`src/rtl/viterbi_pkg.sv`:
```
// Shared definitions for the K=3 rate-1/2 Viterbi decoder control path:
// default widths, trellis state indices and the frame sequencer state enum.
package viterbi_pkg;

  localparam int MW_DEF     = 4;
  localparam int ADDR_W_DEF = 6;

  localparam logic [1:0] S00 = 2'd0;
  localparam logic [1:0] S01 = 2'd1;
  localparam logic [1:0] S10 = 2'd2;
  localparam logic [1:0] S11 = 2'd3;

  typedef enum logic [2:0] {
    IDLE     = 3'd0,
    RUN      = 3'd1,
    TB_ISSUE = 3'd2,
    TB_WAIT  = 3'd3,
    DONE     = 3'd4
  } ctrl_state_e;

endpackage

```
`src/rtl/viterbi_min4.sv`:
```
// Combinational minimum of four metrics with its 2-bit state index.
// Ties resolve to the lowest index (00 < 01 < 10 < 11).
module viterbi_min4
  import viterbi_pkg::*;
#(
  parameter int W = MW_DEF
) (
  input  logic [W-1:0] m0,
  input  logic [W-1:0] m1,
  input  logic [W-1:0] m2,
  input  logic [W-1:0] m3,
  output logic [W-1:0] min_val,
  output logic [1:0]   min_idx
);

  logic [W-1:0] lo_a;
  logic [W-1:0] lo_b;
  logic [1:0]   idx_a;
  logic [1:0]   idx_b;

  // Strict less-than everywhere so an equal value never displaces a lower index.
  always_comb begin
    lo_a  = m0;
    idx_a = S00;
    lo_b  = m2;
    idx_b = S10;
    if (m1 < m0) begin
      lo_a  = m1;
      idx_a = S01;
    end
    if (m3 < m2) begin
      lo_b  = m3;
      idx_b = S11;
    end
    min_val = lo_a;
    min_idx = idx_a;
    if (lo_b < lo_a) begin
      min_val = lo_b;
      min_idx = idx_b;
    end
  end

endmodule

```
`src/rtl/viterbi_acs_ctrl.sv`:
```
// Frame sequencer for the Viterbi decoder: owns the state metrics, accepts
// symbols, writes survivor decisions, then launches and waits on traceback.
module viterbi_acs_ctrl
  import viterbi_pkg::*;
#(
  parameter int MW        = MW_DEF,
  parameter int ADDR_W    = ADDR_W_DEF,
  parameter int INIT_BIAS = 4
) (
  input  logic              clk,
  input  logic              rst,
  input  logic              start,
  input  logic [ADDR_W:0]   frame_len,
  input  logic              sym_valid,
  output logic              sym_ready,
  input  logic [MW-1:0]     acs00_cost,
  input  logic [MW-1:0]     acs01_cost,
  input  logic [MW-1:0]     acs10_cost,
  input  logic [MW-1:0]     acs11_cost,
  input  logic [3:0]        acs_sel,
  output logic [MW-1:0]     pm00,
  output logic [MW-1:0]     pm01,
  output logic [MW-1:0]     pm10,
  output logic [MW-1:0]     pm11,
  output logic              surv_we,
  output logic [ADDR_W-1:0] surv_addr,
  output logic [3:0]        surv_data,
  output logic              tb_start,
  output logic [1:0]        tb_state,
  output logic [ADDR_W:0]   tb_len,
  input  logic              tb_done,
  output logic              busy,
  output logic              frame_done,
  output logic [2:0]        dbg_state
);

  localparam logic [MW-1:0]   BIAS    = MW'(INIT_BIAS);
  localparam logic [ADDR_W:0] CNT_ONE = (ADDR_W+1)'(1);

  ctrl_state_e     state;
  ctrl_state_e     state_nxt;
  logic [ADDR_W:0] cnt;
  logic [ADDR_W:0] len;
  logic [MW-1:0]   acs_min;
  logic [1:0]      acs_min_idx;
  logic [MW-1:0]   pm_min;
  logic [1:0]      best_idx;
  logic            start_ok;
  logic            accept;
  logic            last_sym;
  logic            unused_min_side;

  viterbi_min4 #(.W(MW)) u_acs_min (
    .m0(acs00_cost), .m1(acs01_cost), .m2(acs10_cost), .m3(acs11_cost),
    .min_val(acs_min), .min_idx(acs_min_idx)
  );

  viterbi_min4 #(.W(MW)) u_best (
    .m0(pm00), .m1(pm01), .m2(pm10), .m3(pm11),
    .min_val(pm_min), .min_idx(best_idx)
  );

  assign unused_min_side = ^{acs_min_idx, pm_min};

  // Handshake: a symbol transfers in any cycle where sym_valid && sym_ready.
  // sym_ready depends only on state; the ACS costs and acs_sel must be stable
  // with sym_valid and are consumed in that same cycle.
  assign start_ok  = start && (frame_len != '0);
  assign accept    = (state == RUN) && sym_valid;
  assign last_sym  = (cnt == (len - CNT_ONE));
  assign dbg_state = state;

  always_ff @(posedge clk) begin
    if (rst) state <= IDLE;
    else     state <= state_nxt;
  end

  always_comb begin
    state_nxt  = state;
    sym_ready  = 1'b0;
    surv_we    = 1'b0;
    surv_addr  = '0;
    surv_data  = '0;
    tb_start   = 1'b0;
    tb_state   = S00;
    tb_len     = '0;
    busy       = 1'b1;
    frame_done = 1'b0;
    case (state)
      IDLE: begin
        busy = 1'b0;
        if (start_ok) state_nxt = RUN;
      end
      RUN: begin
        sym_ready = 1'b1;
        surv_we   = sym_valid;
        surv_addr = cnt[ADDR_W-1:0];
        surv_data = acs_sel;
        if (sym_valid && last_sym) state_nxt = TB_ISSUE;
      end
      TB_ISSUE: begin
        tb_start  = 1'b1;
        tb_state  = best_idx;
        tb_len    = len;
        state_nxt = TB_WAIT;
      end
      TB_WAIT: begin
        if (tb_done) state_nxt = DONE;
      end
      DONE: begin
        frame_done = 1'b1;
        state_nxt  = IDLE;
      end
      default: state_nxt = IDLE;
    endcase
  end

  // Renormalize against the smallest new cost so metrics stay small and unsigned.
  always_ff @(posedge clk) begin
    if (rst) begin
      pm00 <= '0;
      pm01 <= '0;
      pm10 <= '0;
      pm11 <= '0;
      cnt  <= '0;
      len  <= '0;
    end else if (state == IDLE && start_ok) begin
      pm00 <= '0;
      pm01 <= BIAS;
      pm10 <= BIAS;
      pm11 <= BIAS;
      cnt  <= '0;
      len  <= frame_len;
    end else if (accept) begin
      pm00 <= acs00_cost - acs_min;
      pm01 <= acs01_cost - acs_min;
      pm10 <= acs10_cost - acs_min;
      pm11 <= acs11_cost - acs_min;
      cnt  <= cnt + CNT_ONE;
    end
  end

endmodule

```
`config.mk`:
```
export PLATFORM = sky130hd
export DESIGN_NAME = viterbi_acs_ctrl
export DESIGN_NICKNAME = d
export VERILOG_FILES = /design/src/rtl/viterbi_pkg.sv /design/src/rtl/viterbi_min4.sv /design/src/rtl/viterbi_acs_ctrl.sv
export SDC_FILE = /design/constraint.sdc
export NUM_CORES = 1
export LEC_CHECK = 0
export ABC_AREA = 1
export BUFFER_PORTS_ARGS = -buffer_cell sky130_fd_sc_hd__buf_2
export CAP_MARGIN = 40
export CORE_ASPECT_RATIO = 1.2
export CORE_MARGIN = 4
export CORE_UTILIZATION = 55
export DETAILED_ROUTE_END_ITERATION = 7
export PLACE_DENSITY_LB_ADDON = 0.3
export SLEW_MARGIN = 20
export SYNTH_ARGS = -nofsm -noshare
export SYNTH_HDL_FRONTEND = slang
export SYNTH_SLANG_ARGS = --single-unit
```
`constraint.sdc`:
```
create_clock -name clk -period 8.2 [get_ports clk]
set_input_delay 0.82 -clock clk [delete_from_list [all_inputs] [get_ports clk]]
set_output_delay 0.82 -clock clk [all_outputs]
set_load 0.02 [all_outputs]
```
==> results of run 1 <==
worst max-delay path by stage:
stage	from	slack, ns	cells after the start	endpoint
after CTS	acs00_cost[1]	4.50	22	pm11[2]
final	acs10_cost[1]	4.48	21	pm10[2]
after global routing	acs00_cost[1]	4.10	22	pm10[2]
after detailed placement	acs00_cost[1]	4.18	22	pm11[2]
after floorplan	acs10_cost[3]	4.68	18	pm11[2]
after global placement	acs00_cost[1]	4.34	22	pm11[2]
final cells by class:
cell class	instances	area, µm²	share of cell area
clock buffers	7	86.3	0.0259
clock inverters	1	30.0	0.00901
inverters	69	259	0.0777
multi-input cells	298	1850	0.556
flip-flops and latches	33	661	0.198
well taps	60	75.1	0.0225
repair buffers	74	370	0.111
synthesized netlist by cell type (all sizes together):
master,n
nand2,88
inv,68
a21oi,41
nor2,40
ha,37
dfxtp,33
o21ai,24
nand3,22
xor2,13
or2,8
xnor2,6
buf,4
fa,4
nor3,4
nor4,3
a211oi,2
clkbuf,2
nand3b,2
a31oi,1
clkinv,1
nand4,1
o21a,1
xnor3,1
metrics by stage:
| step | power [µW] | hold slack [ns] | setup slack (ns) |
|---|---|---|---|
| 2_1_floorplan | 393 | 0.452 | 4.68 |
| 3_3_place_gp | 450 | 0.475 | 4.34 |
| 3_5_place_dp | 460 | 0.478 | 4.18 |
| 4_1_cts | 618 | 0.490 | 4.50 |
| 5_1_grt | 668 | 0.515 | 4.10 |
| 6_report | 617 | 0.492 | 4.48 |
cells in the final DEF (no fill, tap or decap), types with 2 or more instances in the layout:
cell | Yosys | routed
nand3_1 | 21 | 21
or2_0 | 2 | 2
fa_1 | 4 | 4
dfxtp_1 | 33 | 33
nor4_4 | 2 | 2
nand2_1 | 83 | 83
o21ai_0 | 23 | 23
inv_1 | 67 | 67
nand2_2 | 4 | 4
xnor2_1 | 6 | 6
or2_2 | 5 | 5
a211oi_1 | 2 | 2
a21oi_1 | 41 | 41
nor3_1 | 3 | 3
nor2_1 | 39 | 39
ha_1 | 37 | 37
xor2_1 | 13 | 13
nand3b_1 | 2 | 2
buf_2 | 2 | 74
clkbuf_8 | 0 | 6
routing by layer:
layer / vias up / global-route usage / wire (µm)
li1: 1446 / - / -
met1: 1245 / 0.271 / 2900
met4: 0 / 0.0755 / 93
met2: 54 / 0.349 / 3200
met5: - / 0 / 0
met3: 8 / 0.0244 / 292
power breakdown:
group	switching, µW	internal, µW	total (µW)
Sequential	10.4	172	183
Combinational	169	104	274
Clock	61.6	99.1	161
Total	241	376	617
flip-flops by register name, indices dropped and copies added (netlist names):
| name | cells |
|---|---|
| pm01 | 4 |
| cnt | 7 |
| pm10 | 4 |
| dbg_state | 3 |
| pm00 | 4 |
| len | 7 |
| pm11 | 4 |
cells by family after synthesis:
logic type               Yosys count  share of synthesized area
buffers and inverters             75                      0.104
AO/OA/AOI/OAI                     69                      0.126
XOR/XNOR                          20                     0.0674
adder cells (fa/ha/maj)           41                      0.194
AND/OR/NAND/NOR                  168                      0.273
flip-flops                        33                      0.236
worst reg2reg max path, cell delays in order (launching register included):
cell and delay, ns:
dfxtp_1 0.37, nor2_1 0.12, inv_1 0.07, nor2_1 0.23, nand3_2 0.34, nand2_2 0.42, inv_1 0.15, o21ai_0 0.12
a21oi_1 0.06
==> results.tsv, run 1 <==
metric	value	unit
worst_hold_startpoint	len[6]	
maxCapViolCount	0	
cts.repair_timing.setup_buffer_count	0	
cpMostUsedCell	nand2_1	
placedCellCount	534	
result_of_the_run	finished clean	
timing.critical_path.fanout_max	5	
viasPerCell	5.08	
kind_of_path_behind_the_tightest_hold_check	flop to flop	
final_nets	554	
drive_above_1_share	0.201	
placement.io_buffers	74	
yosys_register_bits	33	
clock_pin_transition_on_the_worst_setup_and_hold_timing_paths	0.07	ns
gp_routability_congestion	0.861	
hold_path_stages	2	
crit_arrival	3.89	ns
drc	0	
synth_top_cells_by_area	dfxtp_1 24%, ha_1 17%, nand2_1 11%	
synthesis.area_per_instance	6.91	µm²
path_buf_inv	4	
rr_endpoint	pm00[3]	
final_area	0.00333	mm²
clock_tree.root_cell	clkbuf_8	
path_class	input port to flop	
antenna_found_initial	0	
maximum_number_of_pins_on_one_net_before_global_route_repair	27	
post-route-min-period	3.72	ns
cellLeakagePower	0.00178	µW
place_hpwl	5.27	mm
fin_crit_sh	0.454	
cts_sinks	33	
core_area	0.00494	mm²
relSlewSlack	0.732	
yosysWarnings	0	
groute.usage.overall	0.208	
totalWireLength	6.49	mm
setup.reg_to_reg.worst_slack	6.20	ns
cts-buffers-inserted	5	
num-fill-cells	463	
ir_drop	0.0836	mV
antenna_violating_nets_post_route	0	
die_h	86.2	µm
floorplan.die_area	0.00631	mm²
p_per_area	185	mW/mm²
rows	28	
crit_path_top_delay_cell	fa_1	
cts_hold_buf	0	
synth_largest_type_area_fraction	0.236	
areaGrowthSynthToFinish	18.9	%
max_stage_delay	0.38	ns
initial_core_util	0.568	
final.setup.tns	0	ns
cp-start-kind	input port	
cp-end-kind	flop	
path_delay_family	adder cells	
netlist_instances	406	
reg2reg_from	dbg_state[2]	
min_delay_worst_endpoint	len[6]	
insertion_delay	0.29	ns
global_route_wire_length_before_repair	10.7	mm
fmax	269	MHz
worst-endpoint-required	8.37	ns
netlist_area	0.00281	mm²
grt_pass1_vias	2470	
post_synth_num_cell_types	34	
htree_levels	2	
cts-root-to-sink-buffers	2	
routed_wire_length_per_instance	12.0	µm
stdcell_count	542	
ctsResizeCount	0	
cts_tree	yes	
synth_fp_nets	479	
setup_viol	0	
cp_cell_sequence	buf_2, inv_1, ha_1, o21ai_0, nand2_1, nand3_1, nand2_2, o21ai_0, inv_1, ha_1, nand2_1, nand2_1, nand2_2, nand3b_1, nand2_1, ha_1, inv_1, fa_1, xor2_1, o21ai_0, a21oi_1	
grt_setup_unrepaired	false	
antenna_cells	0	
globalRouteOverflowTotal	0	
drt_first_iter_violations	137	
slew_violations	0	
worst_pin_slew	0.401	ns
final_core_utilization	0.675	
dr.pass1.iters	4	
final-hold-violation-count	0	
fin_worst_skew	0.00472	ns
floorplan.io_pins	75	
dieWidth	73.2	µm
yosysSeqAreaShare	0.236	
synthDominantAreaCellType	dfxtp_1	
vias	2753	
number_of_cells_on_the_worst_reg_to_reg_path	8	
dpl_cell_area	0.00322	mm²
No activity file was read; power rests on OpenSTA's default activity.
==> inputs of run 2 (changes only) <==
--- a/config.mk
+++ b/config.mk
@@ -10,7 +10,7 @@
 export CAP_MARGIN = 40
 export CORE_ASPECT_RATIO = 1.2
 export CORE_MARGIN = 4
-export CORE_UTILIZATION = 55
+export CORE_UTILIZATION = 48
 export DETAILED_ROUTE_END_ITERATION = 7
 export PLACE_DENSITY_LB_ADDON = 0.3
 export SLEW_MARGIN = 20
==> constraint.sdc (replaced) <==
create_clock -name clk -period 3.3 [get_ports clk]
set_input_delay 0.33 -clock clk [delete_from_list [all_inputs] [get_ports clk]]
set_output_delay 0.33 -clock clk [all_outputs]
set_load 0.02 [all_outputs]
==> run 2 against run 1 <==
  * Sequential power increased by 150%
  * Utilization is 7.2 points lower
  * Sequential share of layout area shrank 0.49 points
==> results.tsv, run 2 (synthesis results as in run 1) <==
metric	value	unit	change
final-hold-violation-count	0		unchanged
antenna_violating_nets_post_route	0		unchanged
cts_sinks	33		unchanged
place_hpwl	5.25	mm	was 5.27 mm
worst_case_setup_slack_after_placement	-0.0666	ns	was 4.18 ns
routed_wire_length_per_instance	11.1	µm	was 12.0 µm
num-fill-cells	535		was 463
final.setup.worst_slack	0.333	ns	was 4.48 ns
cts-root-to-sink-buffers	2		unchanged
sw_frac_of_total	0.411		was 0.391
maxCapViolCount	0		unchanged
fmax	337	MHz	
worst_pin_slew	0.398	ns	was 0.401 ns
drc	0		unchanged
cp-start-kind	input port		unchanged
die_h	91.7	µm	was 86.2 µm
core_area	0.00567	mm²	was 0.00494 mm²
htree_levels	2		unchanged
power.share.combinational	0.479		was 0.443
path_buf_inv	4		unchanged
ir_drop	0.173	mV	was 0.0836 mV
final_nets	564		was 554
clock_pin_transition_on_the_worst_setup_and_hold_timing_paths	0.07	ns	about the same
cp-end-kind	flop		unchanged
hold_slack	0.303	ns	was 0.492 ns
cpMostUsedCell	nand2_1		unchanged
dieWidth	77.8	µm	was 73.2 µm
cp_cell_sequence	buf_2, inv_1, ha_1, o21ai_1, nand2_1, nand3_1, nand2_1, nand2_1, o21ai_0, ha_1, inv_1, nor2_1, nand2_2, nand2_2, nand2_1, nand2_2, ha_1, inv_1, fa_1, or2_2, nand3_1, a31oi_1		was buf_2, inv_1, ha_1, o21ai_0, nand2_1, nand3_1, nand2_2, o21ai_0, inv_1, ha_1, nand2_1, nand2_1, nand2_2, nand3b_1, nand2_1, ha_1, inv_1, fa_1, xor2_1, o21ai_0, a21oi_1
timing.critical_path.fanout_max	5		unchanged
setup_viol	0		unchanged
relSlewSlack	0.735		was 0.732
drt_first_iter_violations	80		was 137
crit_arrival	3.12	ns	was 3.89 ns
cellLeakagePower	0.00181	µW	was 0.00178 µW
antenna_cells	0		unchanged
worst-endpoint-required	3.46	ns	was 8.37 ns
grt_setup_unrepaired	false		unchanged
kind_of_path_behind_the_tightest_hold_check	input port to flop		was flop to flop
seqPwrFrac	0.316		was 0.296
vias	2739		was 2,753
cts_tree	yes		unchanged
placement.io_buffers	74		unchanged
most_common_library_cell_in_the_layout_ignoring_fill_and_taps	nand2_1		unchanged
p_per_area	421	mW/mm²	was 185 mW/mm²
rows	30		was 28
setup.reg_to_reg.worst_slack	1.37	ns	was 6.20 ns
power.share.clock	0.205		was 0.260
slew_violations	0		unchanged
placedCellCount	564		was 534
power.net_switching	592	µW	was 241 µW
floorplan.die_area	0.00714	mm²	was 0.00631 mm²
crit_path_top_delay_cell	fa_1		unchanged
insertion_delay	0.29	ns	about the same
post-route-min-period	2.97	ns	
maximum_number_of_pins_on_one_net_before_global_route_repair	27		unchanged
groute.usage.overall	0.182		was 0.208
dr.pass1.iters	4		unchanged
most-common-layout-cells	81 x nand2_1, 74 x buf_2, 67 x inv_1		was 83 x nand2_1, 74 x buf_2, 67 x inv_1
result_of_the_run	finished clean		unchanged
antenna_found_initial	0		unchanged
internal_power_summed_over_all_cells	848	µW	was 376 µW
global_route_wire_length_before_repair	11.0	mm	was 10.7 mm
totalWireLength	6.32	mm	was 6.49 mm
grt_pass1_vias	2581		was 2,470
initial_core_util	0.495		was 0.568
globalRouteOverflowTotal	0		unchanged
stdcell_count	572		was 542
path_class	input port to flop		unchanged
fin_crit_sh	0.899		
gp_routability_congestion	0.814		was 0.861
max_stage_delay	0.37	ns	was 0.38 ns
floorplan.io_pins	75		unchanged
viasPerCell	4.79		was 5.08
fin_worst_skew	0.0101	ns	was 0.00472 ns
cts-buffers-inserted	5		unchanged
layout_top_registers	cnt: 7 flops, len: 7 flops		unchanged
path_delay_family	simple AND/OR/NAND/NOR gates		was adder cells
drive_above_1_share	0.226		was 0.201
areaGrowthSynthToFinish	21.9	%	was 18.9%
clock_tree.root_cell	clkbuf_8		unchanged
[run 2: cell types whose count changed in the layout (fill, tap and decap cells not counted), sizes merged]
cell | previous run | this run
clkinvlp | 0 | 1
bufinv | 1 | 0
buf | 74 | 84
[run 2: path summary, 6_finish.rpt]
check | start | to | depth (start not counted)
max | acs00_cost[1] | pm11[2] | 22
min | tb_done | dbg_state[1] | 4
max reg2reg | dbg_state[2] | pm00[3] | 8
min reg2reg | len[2] | len[2] | 2
[run 2: power groups by stage]
stage	combinational (µW)	sequential, µW	clock [µW]
detailed placement	684	463	0
global placement	666	463	0
CTS	691	455	300
floorplan	497	479	0
global route	798	459	316
finish	690	455	296
[run 2: area by class of cell]
| class | instances | area, µm² | share of cell area |
|---|---|---|---|
| Multi-Input combinational cell | 298 | 1870 | 0.547 |
| Tap cell | 80 | 100 | 0.0293 |
| Clock inverter | 1 | 7.51 | 0.00220 |
| Timing Repair Buffer | 84 | 445 | 0.130 |
| Clock buffer | 7 | 76.3 | 0.0223 |
| Sequential cell | 33 | 661 | 0.193 |
| Inverter | 69 | 259 | 0.0758 |
[run 2: metrics by stage]
step	power [µW]	util	TNS (ns)	cell area [µm²]
2_1_floorplan	976	-	0	2810
3_3_place_gp	1130	0.585	-0.00537	3320
3_5_place_dp	1150	0.585	-0.167	3320
4_1_cts	1450	0.600	0	3400
5_1_grt	1570	0.603	0	3420
6_report	1440	0.603	0	3420
[run 2: layer usage]
layer  up-vias  global-route usage  share of wire
met5         -                   0              0
met4         0              0.0519          0.010
met3         6              0.0314          0.049
met2        55               0.309           0.47
met1      1213               0.235           0.47
li1       1465                   -              -
[run 2: timing repair]
action	in CTS	in global routing
hold buffers	0	0
gates resized for setup	0	7
setup buffers	0	0
setup endpoints to repair	0	9
[run 2: worst register-to-register path, cell delays in order, from the launching register on]
cell	delay, ns
dfxtp_1	0.36
nor2_1	0.12
inv_1	0.07
nor2_1	0.22
nand3_2	0.33
nand2_2	0.41
inv_1	0.14
o21ai_0	0.11
a21oi_1	0.06
==> inputs of run 3 (changes only) <==
--- a/config.mk
+++ b/config.mk
@@ -13,6 +13,7 @@
 export CORE_UTILIZATION = 48
 export DETAILED_ROUTE_END_ITERATION = 7
 export PLACE_DENSITY_LB_ADDON = 0.3
+export RECOVER_POWER = 100
 export SLEW_MARGIN = 20
 export SYNTH_ARGS = -nofsm -noshare
 export SYNTH_HDL_FRONTEND = slang
==> run 3 against run 2 <==
  * Hold slack improved by 0.0010 ns
  * Critical endpoint unchanged
  * Sequential power about the same
  * First-iteration DRC count increased by 15%
  * Clock skew about the same
==> results.tsv, run 3 (synthesis results as in run 1) <==
metric	value	unit	change
routed_wire_length_per_instance	11.1	µm	about the same
ir_drop	0.173	mV	about the same
timing.critical_path.fanout_max	5		unchanged
multi_input_area	0.00187	mm²	about the same
slew_violations	0		unchanged
areaGrowthSynthToFinish	19.9	%	was 21.9%
core_area	0.00567	mm²	unchanged
fin_crit_sh	0.899		about the same
total_power	1430	µW	was 1440 µW
viasPerCell	4.77		was 4.79
crit_arrival	3.12	ns	about the same
dieWidth	77.8	µm	unchanged
antenna_cells	0		unchanged
setup_viol	0		unchanged
grt_pass1_vias	2581		unchanged
drt_first_iter_violations	92		was 80
most-common-layout-cells	82 x nand2_1, 67 x inv_1, 43 x clkbuf_1		was 81 x nand2_1, 74 x buf_2, 67 x inv_1
kind_of_path_behind_the_tightest_hold_check	input port to flop		unchanged
groute.usage.overall	0.182		unchanged
gp_routability_congestion	0.814		unchanged
cts_sinks	33		unchanged
worst-endpoint-required	3.46	ns	about the same
cp-end-kind	flop		unchanged
cts.repair_timing.setup_buffer_count	0		unchanged
final-hold-violation-count	0		unchanged
drive_above_1_share	0.140		was 0.226
vias	2727		was 2,739
floorplan.die_area	0.00714	mm²	unchanged
initial_core_util	0.495		unchanged
final_nets	564		unchanged
globalRouteOverflowTotal	0		unchanged
seq_area	661	µm²	unchanged
drc	0		unchanged
power.share.combinational	0.476		was 0.479
insertion_delay	0.28	ns	was 0.29 ns
cts_tree	yes		unchanged
most_common_library_cell_in_the_layout_ignoring_fill_and_taps	nand2_1		unchanged
clock_tree.root_cell	clkbuf_8		unchanged
maxCapViolCount	0		unchanged
sw_frac_of_total	0.413		was 0.411
result_of_the_run	finished clean		unchanged
floorplan.io_pins	75		unchanged
antenna_found_initial	0		unchanged
dr.pass1.iters	4		unchanged
grt_setup_unrepaired	false		unchanged
hold_path_stages	4		unchanged
rows	30		unchanged
post-route-min-period	2.97	ns	about the same
power.share.clock	0.206		was 0.205
cts_hold_buf	0		unchanged
placement.io_buffers	74		unchanged
p_per_area	425	mW/mm²	was 421 mW/mm²
relSlewSlack	0.593		was 0.735
seqPwrFrac	0.318		was 0.316
layout_top_registers	cnt: 7 flops, len: 7 flops		unchanged
worst_pin_slew	0.610	ns	was 0.398 ns
clock_pin_transition_on_the_worst_setup_and_hold_timing_paths	0.07	ns	about the same
num-fill-cells	559		was 535
internal_power_summed_over_all_cells	840	µW	was 848 µW
die_h	91.7	µm	unchanged
number_of_cells_on_the_worst_reg_to_reg_path	8		unchanged
path_class	input port to flop		unchanged
cts-buffers-inserted	5		unchanged
cp-start-kind	input port		unchanged
maximum_number_of_pins_on_one_net_before_global_route_repair	27		unchanged
cellLeakagePower	0.00164	µW	was 0.00181 µW
htree_levels	2		unchanged
hold_slack	0.304	ns	was 0.303 ns
power.net_switching	592	µW	about the same
cts-root-to-sink-buffers	2		unchanged
global_route_wire_length_before_repair	11.0	mm	unchanged
fin_worst_skew	0.00975	ns	was 0.0101 ns
antenna_violating_nets_post_route	0		unchanged
totalWireLength	6.35	mm	was 6.32 mm
place_hpwl	5.25	mm	unchanged
fmax	337	MHz	about the same
## run 3: cell count changes in the layout (fill, tap and decap cells not counted)
cell	change
nand2_2	-1
nand2_1	+1
clkbuf_1	+41
buf_2	-41
## run 3: routing by layer
metal | GRT usage | vias to the layer above | share of wire
met2 | 0.309 | 57 | 0.47
met4 | 0.0519 | 0 | 0.010
li1 | - | 1463 | -
met3 | 0.0314 | 6 | 0.053
met1 | 0.235 | 1201 | 0.47
met5 | 0 | - | 0
## run 3: critical path, cell delays in order
cell and delay (ns):
buf_2 0.08, inv_1 0.04, ha_1 0.27, o21ai_1 0.07
nand2_1 0.07, nand3_1 0.08, nand2_1 0.12, nand2_1 0.07
o21ai_0 0.12, ha_1 0.30, inv_1 0.04, nor2_1 0.12
nand2_2 0.11, nand2_2 0.09, nand2_1 0.06, nand2_2 0.10
ha_1 0.18, inv_1 0.06, fa_1 0.37, or2_2 0.30
nand3_1 0.08, a31oi_1 0.08
## run 3: metrics by stage
stage	utilization	area [µm²]	setup WS, ns	setup TNS (ns)	cells
3_3_place_gp	0.585	3320	-0.00537	-0.00537	564
2_1_floorplan	-	2810	0.273	0	406
3_5_place_dp	0.585	3320	-0.0666	-0.167	564
6_report	0.594	3360	0.335	0	572
4_1_cts	0.600	3400	0.243	0	572
5_1_grt	0.594	3360	0.00464	0	572
## run 3: final cells by class
| type | count | area share |
|---|---|---|
| multi-input cells | 298 | 0.555 |
| flip-flops and latches | 33 | 0.196 |
| repair buffers | 84 | 0.117 |
| inverters | 69 | 0.0770 |
| well taps | 80 | 0.0298 |
| clock buffers | 7 | 0.0227 |
| clock inverters | 1 | 0.00223 |
## run 3: final timing paths
path | start | end | slack [ns]
worst min register to register | len[2] | len[2] | 0.48
worst min-delay path | tb_done | dbg_state[1] | 0.30
worst max register to register | dbg_state[2] | pm00[3] | 1.15
worst max-delay path | acs00_cost[1] | pm11[2] | 0.33
## run 3: power by group through the flow
| stage | Clock, µW | Sequential [µW] | Combinational (µW) |
|---|---|---|---|
| 2_1_floorplan | 0 | 479 | 497 |
| 3_3_place_gp | 0 | 463 | 666 |
| 3_5_place_dp | 0 | 463 | 684 |
| 4_1_cts | 300 | 455 | 691 |
| 5_1_grt | 316 | 459 | 790 |
| 6_report | 295 | 456 | 681 |
## run 3: repair_timing
item,in CTS,in global routing
gates resized for setup,0,7
endpoints found under the setup margin,0,9
hold endpoints to repair,0,0
